===== src/rtl/multicycle_control_pkg.sv =====
// ---------------------------------------------------------------------------
// multicycle_control_pkg
//   Shared encodings for the multicycle MIPS-style control unit: FSM state
//   encoding, opcode constants, datapath select codes, and an opcode
//   classifier used by both the decode and execute phases.
// ---------------------------------------------------------------------------
package multicycle_control_pkg;

   // FSM state encoding (also visible on the state output)
   typedef enum logic [2:0] {
      ST_IDLE   = 3'd0,
      ST_FETCH  = 3'd1,
      ST_DECODE = 3'd2,
      ST_EXEC   = 3'd3,
      ST_MEM    = 3'd4,
      ST_WB     = 3'd5,
      ST_HALT   = 3'd6
   } state_t;

   // Opcodes (IR[31:26])
   localparam logic [5:0] OP_RTYPE = 6'b000000;
   localparam logic [5:0] OP_J     = 6'b000010;
   localparam logic [5:0] OP_JAL   = 6'b000011;
   localparam logic [5:0] OP_BEQ   = 6'b000100;
   localparam logic [5:0] OP_BNE   = 6'b000101;
   localparam logic [5:0] OP_ADDI  = 6'b001000;
   localparam logic [5:0] OP_XORI  = 6'b001110;
   localparam logic [5:0] OP_LB    = 6'b100000;
   localparam logic [5:0] OP_LW    = 6'b100011;
   localparam logic [5:0] OP_SB    = 6'b101000;
   localparam logic [5:0] OP_SW    = 6'b101011;

   // ALU operation codes (shared with the single-cycle control)
   localparam logic [2:0] ALU_OP_ADD   = 3'b000;
   localparam logic [2:0] ALU_OP_SLT   = 3'b001;
   localparam logic [2:0] ALU_OP_BEQ   = 3'b001;
   localparam logic [2:0] ALU_OP_AND   = 3'b010;
   localparam logic [2:0] ALU_OP_OR    = 3'b011;
   localparam logic [2:0] ALU_OP_XOR   = 3'b100;
   localparam logic [2:0] ALU_OP_BNE   = 3'b101;
   localparam logic [2:0] ALU_OP_RTYPE = 3'b111;

   // PC source select
   localparam logic [1:0] PC_SRC_ALU = 2'b00;
   localparam logic [1:0] PC_SRC_BTR = 2'b01;
   localparam logic [1:0] PC_SRC_JMP = 2'b10;

   // ALU B operand select
   localparam logic [1:0] ALUB_RT      = 2'b00;
   localparam logic [1:0] ALUB_FOUR    = 2'b01;
   localparam logic [1:0] ALUB_IMM     = 2'b10;
   localparam logic [1:0] ALUB_IMM_SH2 = 2'b11;

   // Register destination select
   localparam logic [1:0] RD_RT  = 2'b00;
   localparam logic [1:0] RD_RD  = 2'b01;
   localparam logic [1:0] RD_R31 = 2'b10;

   // Write-back source select
   localparam logic [1:0] WB_ALU = 2'b00;
   localparam logic [1:0] WB_MEM = 2'b01;
   localparam logic [1:0] WB_PC  = 2'b10;

   // Instruction classes driving the FSM path
   typedef enum logic [3:0] {
      CLS_R, CLS_J, CLS_JAL, CLS_BEQ, CLS_BNE,
      CLS_IALU, CLS_LOAD, CLS_STORE, CLS_ILL
   } op_class_t;

   function automatic op_class_t op_class(input logic [5:0] op);
      op_class_t c;
      c = CLS_ILL;
      case (op)
         OP_RTYPE:     c = CLS_R;
         OP_J:         c = CLS_J;
         OP_JAL:       c = CLS_JAL;
         OP_BEQ:       c = CLS_BEQ;
         OP_BNE:       c = CLS_BNE;
         OP_LB, OP_LW: c = CLS_LOAD;
         OP_SB, OP_SW: c = CLS_STORE;
         default: begin
            // addi..xori form a contiguous block; lui (001111) is not supported
            if (op >= OP_ADDI && op <= OP_XORI) c = CLS_IALU;
         end
      endcase
      return c;
   endfunction

   // ALU op for I-type ALU instructions, keyed on opcode[2:0]
   function automatic logic [2:0] ialu_op(input logic [2:0] f);
      logic [2:0] r;
      case (f)
         3'b000, 3'b001: r = ALU_OP_ADD;
         3'b010, 3'b011: r = ALU_OP_SLT;
         3'b100:         r = ALU_OP_AND;
         3'b101:         r = ALU_OP_OR;
         default:        r = ALU_OP_XOR;
      endcase
      return r;
   endfunction

endpackage


===== src/rtl/multicycle_control_wait_timer.sv =====
// ---------------------------------------------------------------------------
// mc_wait_timer
//   Counts consecutive cycles with mem_req=1 and mem_ready=0 and flags a
//   timeout in the cycle the count reaches TIMEOUT_CYCLES. A ready in that
//   same cycle suppresses the timeout so the access completes normally.
// Ports:
//   clk, rst_n  - clock, async active-low reset
//   mem_req     - access outstanding this cycle
//   mem_ready   - memory completes the access this cycle
//   clr         - FSM changes state at the next edge
//   timeout     - this cycle is the TIMEOUT_CYCLES-th stalled request cycle
// ---------------------------------------------------------------------------
module mc_wait_timer #(
   parameter int TIMEOUT_CYCLES = 16
) (
   input  logic clk,
   input  logic rst_n,
   input  logic mem_req,
   input  logic mem_ready,
   input  logic clr,
   output logic timeout
);
   localparam logic [7:0] LAST = 8'(TIMEOUT_CYCLES - 1);

   logic [7:0] cnt;   // stalled cycles already completed

   assign timeout = mem_req & ~mem_ready & (cnt == LAST);

   always_ff @(posedge clk or negedge rst_n) begin
      if (!rst_n)                        cnt <= '0;
      else if (clr | ~mem_req | mem_ready) cnt <= '0;
      else                               cnt <= cnt + 8'd1;
   end
endmodule


===== src/rtl/multicycle_control.sv =====
// ---------------------------------------------------------------------------
// multicycle_control
//   FSM controller for a multicycle MIPS-style datapath:
//   IDLE -> FETCH -> DECODE -> {EXEC -> {MEM} -> {WB}} -> FETCH, with HALT on
//   an illegal opcode or a memory timeout (left only by reset).
//   Outputs are decoded from the state, except ir_write/pc_write which are
//   gated by mem_ready (fetch) and zero (branches).
// Ports:
//   clk, rst_n            - clock, async active-low reset
//   start                 - leave IDLE
//   opcode, zero          - IR[31:26] and ALU zero flag from the datapath
//   mem_ready             - memory access completes this cycle
//   mem_req/mem_we/iord   - memory strobes and address select
//   ir_write/pc_write/pc_src, alu_src_a/alu_src_b/alu_op,
//   reg_write/reg_dst/wb_sel - datapath controls
//   state, illegal, bus_err  - status (flags are sticky until reset)
//   cycle_cnt, instr_cnt     - perf counters, present only when
//                              MULTICYCLE_CTRL_PERF_EN is defined (else 0)
// ---------------------------------------------------------------------------
module multicycle_control
   import multicycle_control_pkg::*;
#(
   parameter int TIMEOUT_CYCLES = 16
) (
   input  logic        clk,
   input  logic        rst_n,
   input  logic        start,
   input  logic [5:0]  opcode,
   input  logic        zero,
   input  logic        mem_ready,
   output logic        mem_req,
   output logic        mem_we,
   output logic        iord,
   output logic        ir_write,
   output logic        pc_write,
   output logic [1:0]  pc_src,
   output logic        alu_src_a,
   output logic [1:0]  alu_src_b,
   output logic [2:0]  alu_op,
   output logic        reg_write,
   output logic [1:0]  reg_dst,
   output logic [1:0]  wb_sel,
   output logic [2:0]  state,
   output logic        illegal,
   output logic        bus_err,
   output logic [31:0] cycle_cnt,
   output logic [31:0] instr_cnt
);
   state_t     st, nxt;
   logic [5:0] op_q;
   op_class_t  cls_dec;   // live class while in DECODE
   op_class_t  cls_q;     // class of the registered opcode, EXEC onward
   logic       timeout;

   assign cls_dec = op_class(opcode);
   assign cls_q   = op_class(op_q);
   assign state   = st;

   mc_wait_timer #(.TIMEOUT_CYCLES(TIMEOUT_CYCLES)) u_wait (
      .clk       (clk),
      .rst_n     (rst_n),
      .mem_req   (mem_req),
      .mem_ready (mem_ready),
      .clr       (nxt != st),
      .timeout   (timeout)
   );

   // state register
   always_ff @(posedge clk or negedge rst_n) begin
      if (!rst_n) st <= ST_IDLE;
      else        st <= nxt;
   end

   // opcode capture and sticky status
   always_ff @(posedge clk or negedge rst_n) begin
      if (!rst_n) begin
         op_q    <= '0;
         illegal <= 1'b0;
         bus_err <= 1'b0;
      end else begin
         if (st == ST_DECODE) op_q <= opcode;
         if (st == ST_DECODE && cls_dec == CLS_ILL) illegal <= 1'b1;
         if (timeout) bus_err <= 1'b1;
      end
   end

   // next state
   always_comb begin
      nxt = st;
      case (st)
         ST_IDLE:  if (start) nxt = ST_FETCH;
         ST_FETCH: begin
            if (timeout)        nxt = ST_HALT;
            else if (mem_ready) nxt = ST_DECODE;
         end
         ST_DECODE: begin
            case (cls_dec)
               CLS_J, CLS_JAL: nxt = ST_FETCH;
               CLS_ILL:        nxt = ST_HALT;
               default:        nxt = ST_EXEC;
            endcase
         end
         ST_EXEC: begin
            case (cls_q)
               CLS_R, CLS_IALU:     nxt = ST_WB;
               CLS_LOAD, CLS_STORE: nxt = ST_MEM;
               default:             nxt = ST_FETCH;
            endcase
         end
         ST_MEM: begin
            if (timeout)        nxt = ST_HALT;
            else if (mem_ready) nxt = (cls_q == CLS_STORE) ? ST_FETCH : ST_WB;
         end
         ST_WB:   nxt = ST_FETCH;
         default: nxt = ST_HALT;
      endcase
   end

   // outputs
   always_comb begin
      mem_req   = 1'b0;
      mem_we    = 1'b0;
      iord      = 1'b0;
      ir_write  = 1'b0;
      pc_write  = 1'b0;
      pc_src    = PC_SRC_ALU;
      alu_src_a = 1'b0;
      alu_src_b = ALUB_RT;
      alu_op    = ALU_OP_ADD;
      reg_write = 1'b0;
      reg_dst   = RD_RT;
      wb_sel    = WB_ALU;
      case (st)
         ST_FETCH: begin
            // PC + 4 computed while the instruction is read
            mem_req   = 1'b1;
            alu_src_b = ALUB_FOUR;
            ir_write  = mem_ready;
            pc_write  = mem_ready;
         end
         ST_DECODE: begin
            // branch target = PC + (imm << 2), kept for a possible branch
            alu_src_b = ALUB_IMM_SH2;
            if (cls_dec == CLS_J || cls_dec == CLS_JAL) begin
               pc_write = 1'b1;
               pc_src   = PC_SRC_JMP;
            end
            if (cls_dec == CLS_JAL) begin
               reg_write = 1'b1;
               reg_dst   = RD_R31;
               wb_sel    = WB_PC;
            end
         end
         ST_EXEC: begin
            alu_src_a = 1'b1;
            case (cls_q)
               CLS_R:    alu_op = ALU_OP_RTYPE;
               CLS_IALU: begin
                  alu_src_b = ALUB_IMM;
                  alu_op    = ialu_op(op_q[2:0]);
               end
               CLS_BEQ: begin
                  alu_op   = ALU_OP_BEQ;
                  pc_write = zero;
                  pc_src   = PC_SRC_BTR;
               end
               CLS_BNE: begin
                  alu_op   = ALU_OP_BNE;
                  pc_write = ~zero;
                  pc_src   = PC_SRC_BTR;
               end
               default: alu_src_b = ALUB_IMM;   // load/store address
            endcase
         end
         ST_MEM: begin
            mem_req = 1'b1;
            iord    = 1'b1;
            mem_we  = (cls_q == CLS_STORE);
         end
         ST_WB: begin
            reg_write = 1'b1;
            if (cls_q == CLS_R)    reg_dst = RD_RD;
            if (cls_q == CLS_LOAD) wb_sel  = WB_MEM;
         end
         default: ;
      endcase
   end

`ifdef MULTICYCLE_CTRL_PERF_EN
   always_ff @(posedge clk or negedge rst_n) begin
      if (!rst_n) begin
         cycle_cnt <= '0;
         instr_cnt <= '0;
      end else begin
         if (st != ST_IDLE && st != ST_HALT) cycle_cnt <= cycle_cnt + 32'd1;
         if (ir_write) instr_cnt <= instr_cnt + 32'd1;
      end
   end
`else
   assign cycle_cnt = '0;
   assign instr_cnt = '0;
`endif

endmodule

===== config.mk =====
export PLATFORM = sky130hd
export DESIGN_NAME = multicycle_control
export DESIGN_NICKNAME = d
export VERILOG_FILES = /design/src/rtl/multicycle_control_pkg.sv /design/src/rtl/multicycle_control_wait_timer.sv /design/src/rtl/multicycle_control.sv
export SDC_FILE = /design/constraint.sdc
export NUM_CORES = 1
export LEC_CHECK = 0
export ABC_AREA = 1
export BUFFER_PORTS_ARGS = -buffer_cell sky130_fd_sc_hd__buf_2
export CAP_MARGIN = 20
export CORE_MARGIN = 3
export CORE_UTILIZATION = 41
export DETAILED_ROUTE_END_ITERATION = 6
export PLACE_DENSITY_LB_ADDON = 0.12
export SLEW_MARGIN = 20
export SYNTH_ARGS = -nofsm -noshare
export SYNTH_HDL_FRONTEND = slang
export SYNTH_SLANG_ARGS = --single-unit

===== constraint.sdc =====
create_clock -name clk -period 1.4 [get_ports clk]
set_input_delay 0.21 -clock clk [delete_from_list [all_inputs] [get_ports clk]]
set_output_delay 0.21 -clock clk [all_outputs]
set_load 0.01 [all_outputs]

Word-level counts from Yosys, hierarchy flattened
Index checks and enable logic that the tools add are counted.
{"block": "totals", "reg_bits": 19, "in_bits": 11, "elab_cells": 111}
{"block": "classes", "n_addsub": 1, "n_lt_le_gt_ge": 4, "eq_ne": 36, "mux": 37, "n_bitwise": 7, "reduce_logical": 21}
{"operator": "4-bit case mux with 7 select lines", "n": 2}
{"operator": "6-bit == test, second input constant", "n": 8}
{"operator": "6-bit by 2-bit == test with 1-bit output, second input constant", "n": 4}
{"operator": "6-bit by 3-bit == test with 1-bit output, second input constant", "n": 4}
{"operator": "3-bit case mux with 4 select lines", "n": 2}
{"operator": "2-bit OR reduction", "n": 11}
{"operator": "3-bit two-way mux", "n": 7}
{"operator": "3-bit case mux with 6 select lines", "n": 1}
{"operator": "4-bit by 3-bit == test with 1-bit output, second input constant", "n": 4}
{"operator": "3-bit by 2-bit == test with 1-bit output, second input constant", "n": 4}
{"operator": "3-bit == test, second input constant", "n": 4}
{"operator": "6-bit by 4-bit >= comparator with 1-bit output, second input constant", "n": 2}
{"operator": "6-bit by 4-bit less-or-equal comparator with 1-bit output, second input constant", "n": 2}
{"operator": "6-bit logical NOT", "n": 2}
{"operator": "2-bit case mux with 2 select lines", "n": 3}
{"operator": "3-bit case mux with 2 select lines", "n": 2}
{"operator": "1-bit two-way mux", "n": 10}
{"operator": "8-bit by 1-bit adder with 8-bit output, second input constant", "n": 1}
{"operator": "4-bit by 2-bit == test with 1-bit output, second input constant", "n": 2}
{"operator": "8-bit by 4-bit == test with 1-bit output, second input constant", "n": 1}
{"operator": "4-bit two-way mux", "n": 2}
{"operator": "8-bit two-way mux", "n": 1}
{"operator": "3-bit by 1-bit == test with 1-bit output, second input constant", "n": 2}
{"operator": "3-bit logical NOT", "n": 2}
{"operator": "14 further kinds", "n": 23}

Longest topological paths before layout
{"block": "depth", "word_depth": 13, "ltp_mapped": 10, "depth_no_buf": 10}

Hierarchy
A second synthesis with hierarchy kept.
{"block": "hier_totals", "cells_unflattened": 288, "hier_area_um2": 1936.9}
{"mod": "multicycle_control", "instances": 1, "cells_per_inst": 237, "area_each_um2": 1522.7, "seq_area_each_um2": 275.3}
{"mod": "mc_wait_timer", "instances": 1, "cells_per_inst": 51, "area_each_um2": 414.1, "seq_area_each_um2": 200.2}

Worst setup path before layout
OpenSTA, ideal clock, no wires.
{"block": "synth_timing", "kind": "register to output", "from": "register st[2] (netlist: state[2])", "to": "output port pc_write", "t_arrival_ns": 1.393, "required_ns": 1.190, "slack_ns": -0.203, "path_stages_with_launch": 6, "path_buffers": 0, "path_cell_list": "dfrtp_1 inv_1 nand2_1 nor2_1 nand2_1 o21ai_0"}
{"block": "synth_between", "elab_chain_len": 2, "word_cells_on_any_way": 4}
{"element": "from (decl)", "line": "multicycle_control.sv:49", "text": "state_t st, nxt;"}
{"element": "from (signal assigned)", "line": "multicycle_control.sv:71", "text": "else st <= nxt;"}
{"element": "3-bit by 2-bit == test with 1-bit output or 3-bit by 1-bit == test with 1-bit output (tied branches)", "line": "multicycle_control.sv:133", "text": "case (st)"}
{"element": "1-bit case mux with 3 select lines (*)", "line": "multicycle_control.sv:133"}
{"element": "to (decl)", "line": "multicycle_control.sv:35", "text": "output logic pc_write,"}
Mark *: on every way between the ends. The rest lies on a longest branch, timed or not.

Final worst setup path
{"block": "layout_timing", "from": "register op_q[4]", "to": "output port alu_op[2]"}
{"block": "layout_between", "elab_chain_len": 7, "word_cells_on_any_way": 22}
{"element": "from (decl)", "line": "multicycle_control.sv:50", "text": "logic [5:0] op_q;"}
{"element": "from (signal assigned)", "line": "multicycle_control.sv:81", "text": "if (st == ST_DECODE) op_q <= opcode;"}
{"element": "6-bit by 4-bit >= comparator with 1-bit output or 6-bit by 4-bit less-or-equal comparator with 1-bit output (tied branches)", "line": "multicycle_control_pkg.sv:83", "text": "if (op >= OP_ADDI && op <= OP_XORI) c = CLS_IALU;"}
{"element": "1-bit logical AND", "line": "multicycle_control_pkg.sv:83"}
{"element": "4-bit two-way mux", "line": "multicycle_control_pkg.sv:83"}
{"element": "4-bit case mux with 7 select lines (*)", "line": "multicycle_control_pkg.sv:73", "text": "case (op)"}
{"element": "4-bit by 3-bit == test with 1-bit output (tied with other cells)", "line": "multicycle_control.sv:156", "text": "case (cls_q)"}
{"element": "3-bit case mux with 4 select lines (*)", "line": "multicycle_control.sv:156"}
{"element": "3-bit two-way mux (*)", "line": "multicycle_control.sv:133"}
{"element": "to (decl)", "line": "multicycle_control.sv:39", "text": "output logic [2:0] alu_op,"}
Marked as above.

==> run_results.csv <==
group,metric,value,unit
global_routing,grt_max_degree,20,
timing,timing_hold_violations_final,0,
power,combPwrFrac,0.141,
hold_path,worst_hold_path_type,"in -> reg",
setup_path,required,1.19,ns
drt,num_vias,1801,
clock_network,clk_latency,0.26,ns
cells_and_area,multi_input_area,1180,um^2
logic_synthesis,synth_edf_count,0,
clock_network,clk_pin_slew_worst_paths,0.08,ns
global_routing,global_route.usage.met2,0.269,
global_routing,grt_pass1_vias,1554,
place,post-place-ws,-0.195,ns
logic_synthesis,synth_top_area_frac,0.271,
timing,hold_ws,0.216,ns
cells_and_area,area_growth_syn_to_layout,51.9,%
logic_synthesis,synthMostInstantiatedCell,"buf_4",
floorplanning,placeableCoreArea,4120,um^2
logic_synthesis,ys_warn_count,0,
floorplanning,floorplan.die.width,72.3,um
logic_synthesis,synth-async-reset-ratio,1.00,
global_routing,number_of_antenna_violations_at_the_first_check_in_global_routing,0,
cells_and_area,n_antenna_cell,0,
drt,drc,0,
floorplanning,die-area,5230,um^2
logic_synthesis,synth_top_flop_cell,"dfrtp_1",
logic_synthesis,synthesis.area_per_instance,6.96,um^2
drt,drt-total-wl,4.59,mm
drt,drt-pass1-iter-count,4,
floorplanning,floorplan.io_pins,98,
logic_synthesis,synth.cell_area,1800,um^2
setup_path,critical_path.startpoint_type,"flip-flop",
timing,finalSetupViolations,26,
cells_and_area,area.sequential,479,um^2
floorplanning,die-height,72.3,um
power,p_leak,1.45,nW
cells_and_area,layout-drive-gt1-share,0.491,
global_routing,grt_overflow_total,0,
drt,first_iter_violations,57,
global_routing,gr-usage-all-layers,0.164,
place,detailedPlacementHpwl,3.27,mm
timing,timing.final.max_slew_violations,0,
power,net_sw_power,0.322,mW
timing,layout_min_cycle_time,1.85,ns
setup_path,worst-endpoint-arrival,1.64,ns
clock_network,cts-root-to-sink-buffers,2,
run_status,violations,"negative setup slack",
power,internal_power,0.781,mW
global_routing,grt_busiest_layer,"met2",
place,port_buffers,33,
power,ir_drop,0.269,mV
global_routing,wire_length_of_the_first_global_routing_pass,6.82,mm
timing,period_share,1.32,
power,net_switching_share_of_the_total_power,0.292,
drt,detail_route.wl_per_cell,11.0,um
timing,rsz0062_at_grt,"true",
run_status,outcome,"finished, violations left",
global_routing,met3_usage,0.0277,
place,globalplace.congestion,0.926,
job,timing.max_cap.violations,0,
power,power_frac_clock,0.362,
cells_and_area,finish.net_count,382,
power,power_density,403,nW/um^2
logic_synthesis,postSynthCellCount,259,
logic_synthesis,sequential_fraction_of_the_synthesis_area,0.264,
clock_network,tritoncts,"done",
global_routing,use_met1,0.212,
clock_network,cts-root-buf,"clkbuf_8",
timing,postLayoutSetupSlackWorst,-0.454,ns
setup_path,timing.setup.critical_path_class,"reg -> out",
drt,routed_via_density,4.30,
logic_synthesis,netlist_top_cells_count,"buf_4, nand2_1, inv_1, nor2_1, dfrtp_1",
drt,ant_nets,0,
timing,finalSetupTns,-6.34,ns
logic_synthesis,postSynthRegisterBits,19,
floorplanning,row_count,23,
power,seqPwrFrac,0.497,
floorplanning,initial_core_util,0.438,
clock_network,numClockSinks,19,
setup_path,crit_path_max_fanout,3,
logic_synthesis,post_synth_main_area_contributors,"buf_4, dfrtp_1, nand2_1, inv_1, nor2_1",
clock_network,numCtsBuffers,3,
setup_path,endpoint_kind,"primary output",
logic_synthesis,synth_area_leader_cell,"buf_4",
setup_path,r2r_slack,-0.24,ns
clock_network,cts-htree-levels,1,
timing,clock-skew-final,0.00693,ns
timing,max_clock_freq,539,MHz
logic_synthesis,synth_cell_type_count,29,
cells_and_area,fillers,339,
-- logic make-up (layout without fill, tap and decap cells) --
logic type / count (synthesis) / in the layout / share of synthesized area
compound gates: 29 / 29 / 0.0958
fa+ha+maj: 1 / 1 / 0.00694
other cells: 1 / 64 / 0.00208
flops: 19 / 19 / 0.264
xor+xnor: 6 / 6 / 0.0292
simple gates: 102 / 102 / 0.256
buf+inv: 101 / 148 / 0.346
-- final timing paths --
| path | startpoint | endpoint | depth (start not counted) |
|---|---|---|---|
| setup / recovery | op_q[4] | alu_op[2] | 8 |
| hold / removal | opcode[0] | op_q[0] | 3 |
| setup reg to reg | state[1] | u_wait.cnt[4] | 10 |
| hold reg to reg | bus_err | bus_err | 2 |
| max in group asynchronous | rst_n | state[1] | 2 |
| min in group asynchronous | rst_n | state[2] | 2 |
-- through the flow --
step           utilization  cell area, um^2  power (mW)  cells
2_1_floorplan            -             2090       0.789    322
3_3_place_gp         0.530             2180       0.705    387
3_5_place_dp         0.530             2180       0.705    387
4_1_cts              0.607             2500        1.10    407
5_1_grt              0.665             2740        1.15    419
6_report             0.665             2740        1.10    419
-- per-layer routing --
layer	vias to the layer above	wire, um	share of wire
li1	918	-	-
met1	799	1940	0.42
met2	76	2240	0.49
met3	8	334	0.073
met4	0	78	0.017
met5	-	0	0
-- sequential cells by signal (all words and copies together) (netlist names) --
register / count
u_wait.cnt: 8
illegal: 1
state: 3
bus_err: 1
op_q: 6
-- area by class of cell --
cell class / count / share of cell area
Multi-Input combinational cell: 202 / 0.433
Timing Repair Buffer: 109 / 0.303
Sequential cell: 19 / 0.175
Inverter: 35 / 0.0498
Tap cell: 50 / 0.0229
Clock buffer: 4 / 0.0165
-- placed cells by master, fill, tap and decap left out, types with 2 or more instances in the layout --
cell,synthesis,final
buf_4,65,64
a21oi_1,5,3
a21oi_2,1,3
inv_4,0,2
inv_1,34,22
dfrtp_2,0,3
o21ai_1,1,2
o21ai_0,13,9
nor3_2,0,2
nand2_4,0,3
nor2_1,28,9
o21ai_2,0,3
nand3_1,10,6
a31oi_1,2,2
nor2_2,2,13
dfrtp_1,19,16
buf_2,0,25
nand3_2,3,3
nand2_1,42,33
nand4_1,7,7
o2111ai_1,3,2
xor2_1,5,5
buf_6,0,19
nor2_4,1,9
nand3_4,0,4
clkbuf_8,0,3
inv_2,1,11
nand2_2,3,9
conb_1,1,64
-- power by group through the flow --
stage	registers [mW]	clock network, mW	logic (mW)
5_1_grt	0.548	0.428	0.175
6_report	0.548	0.399	0.155
4_1_cts	0.548	0.401	0.149
3_5_place_dp	0.559	0	0.146
2_1_floorplan	0.559	0	0.230
3_3_place_gp	0.559	0	0.145
-- critical path, cell delays in order, from the launching register on --
cell and delay [ns]:
dfrtp_1 0.42, nor2_2 0.18, buf_4 0.14, nand4_1 0.15, nand2_1 0.16, buf_4 0.12
o21ai_2 0.05, inv_1 0.05, buf_2 0.12
-- timing repair --
| item | in CTS | in global routing |
|---|---|---|
| pin swaps | 19 | 20 |
| resized for setup | 45 | 40 |
| setup endpoints to repair | 26 | 28 |
| hold endpoints to repair | 19 | 0 |
| buffers inserted | 15 | 12 |
| hold buffers | 1 | 0 |
(Power assumes the default switching activity.)
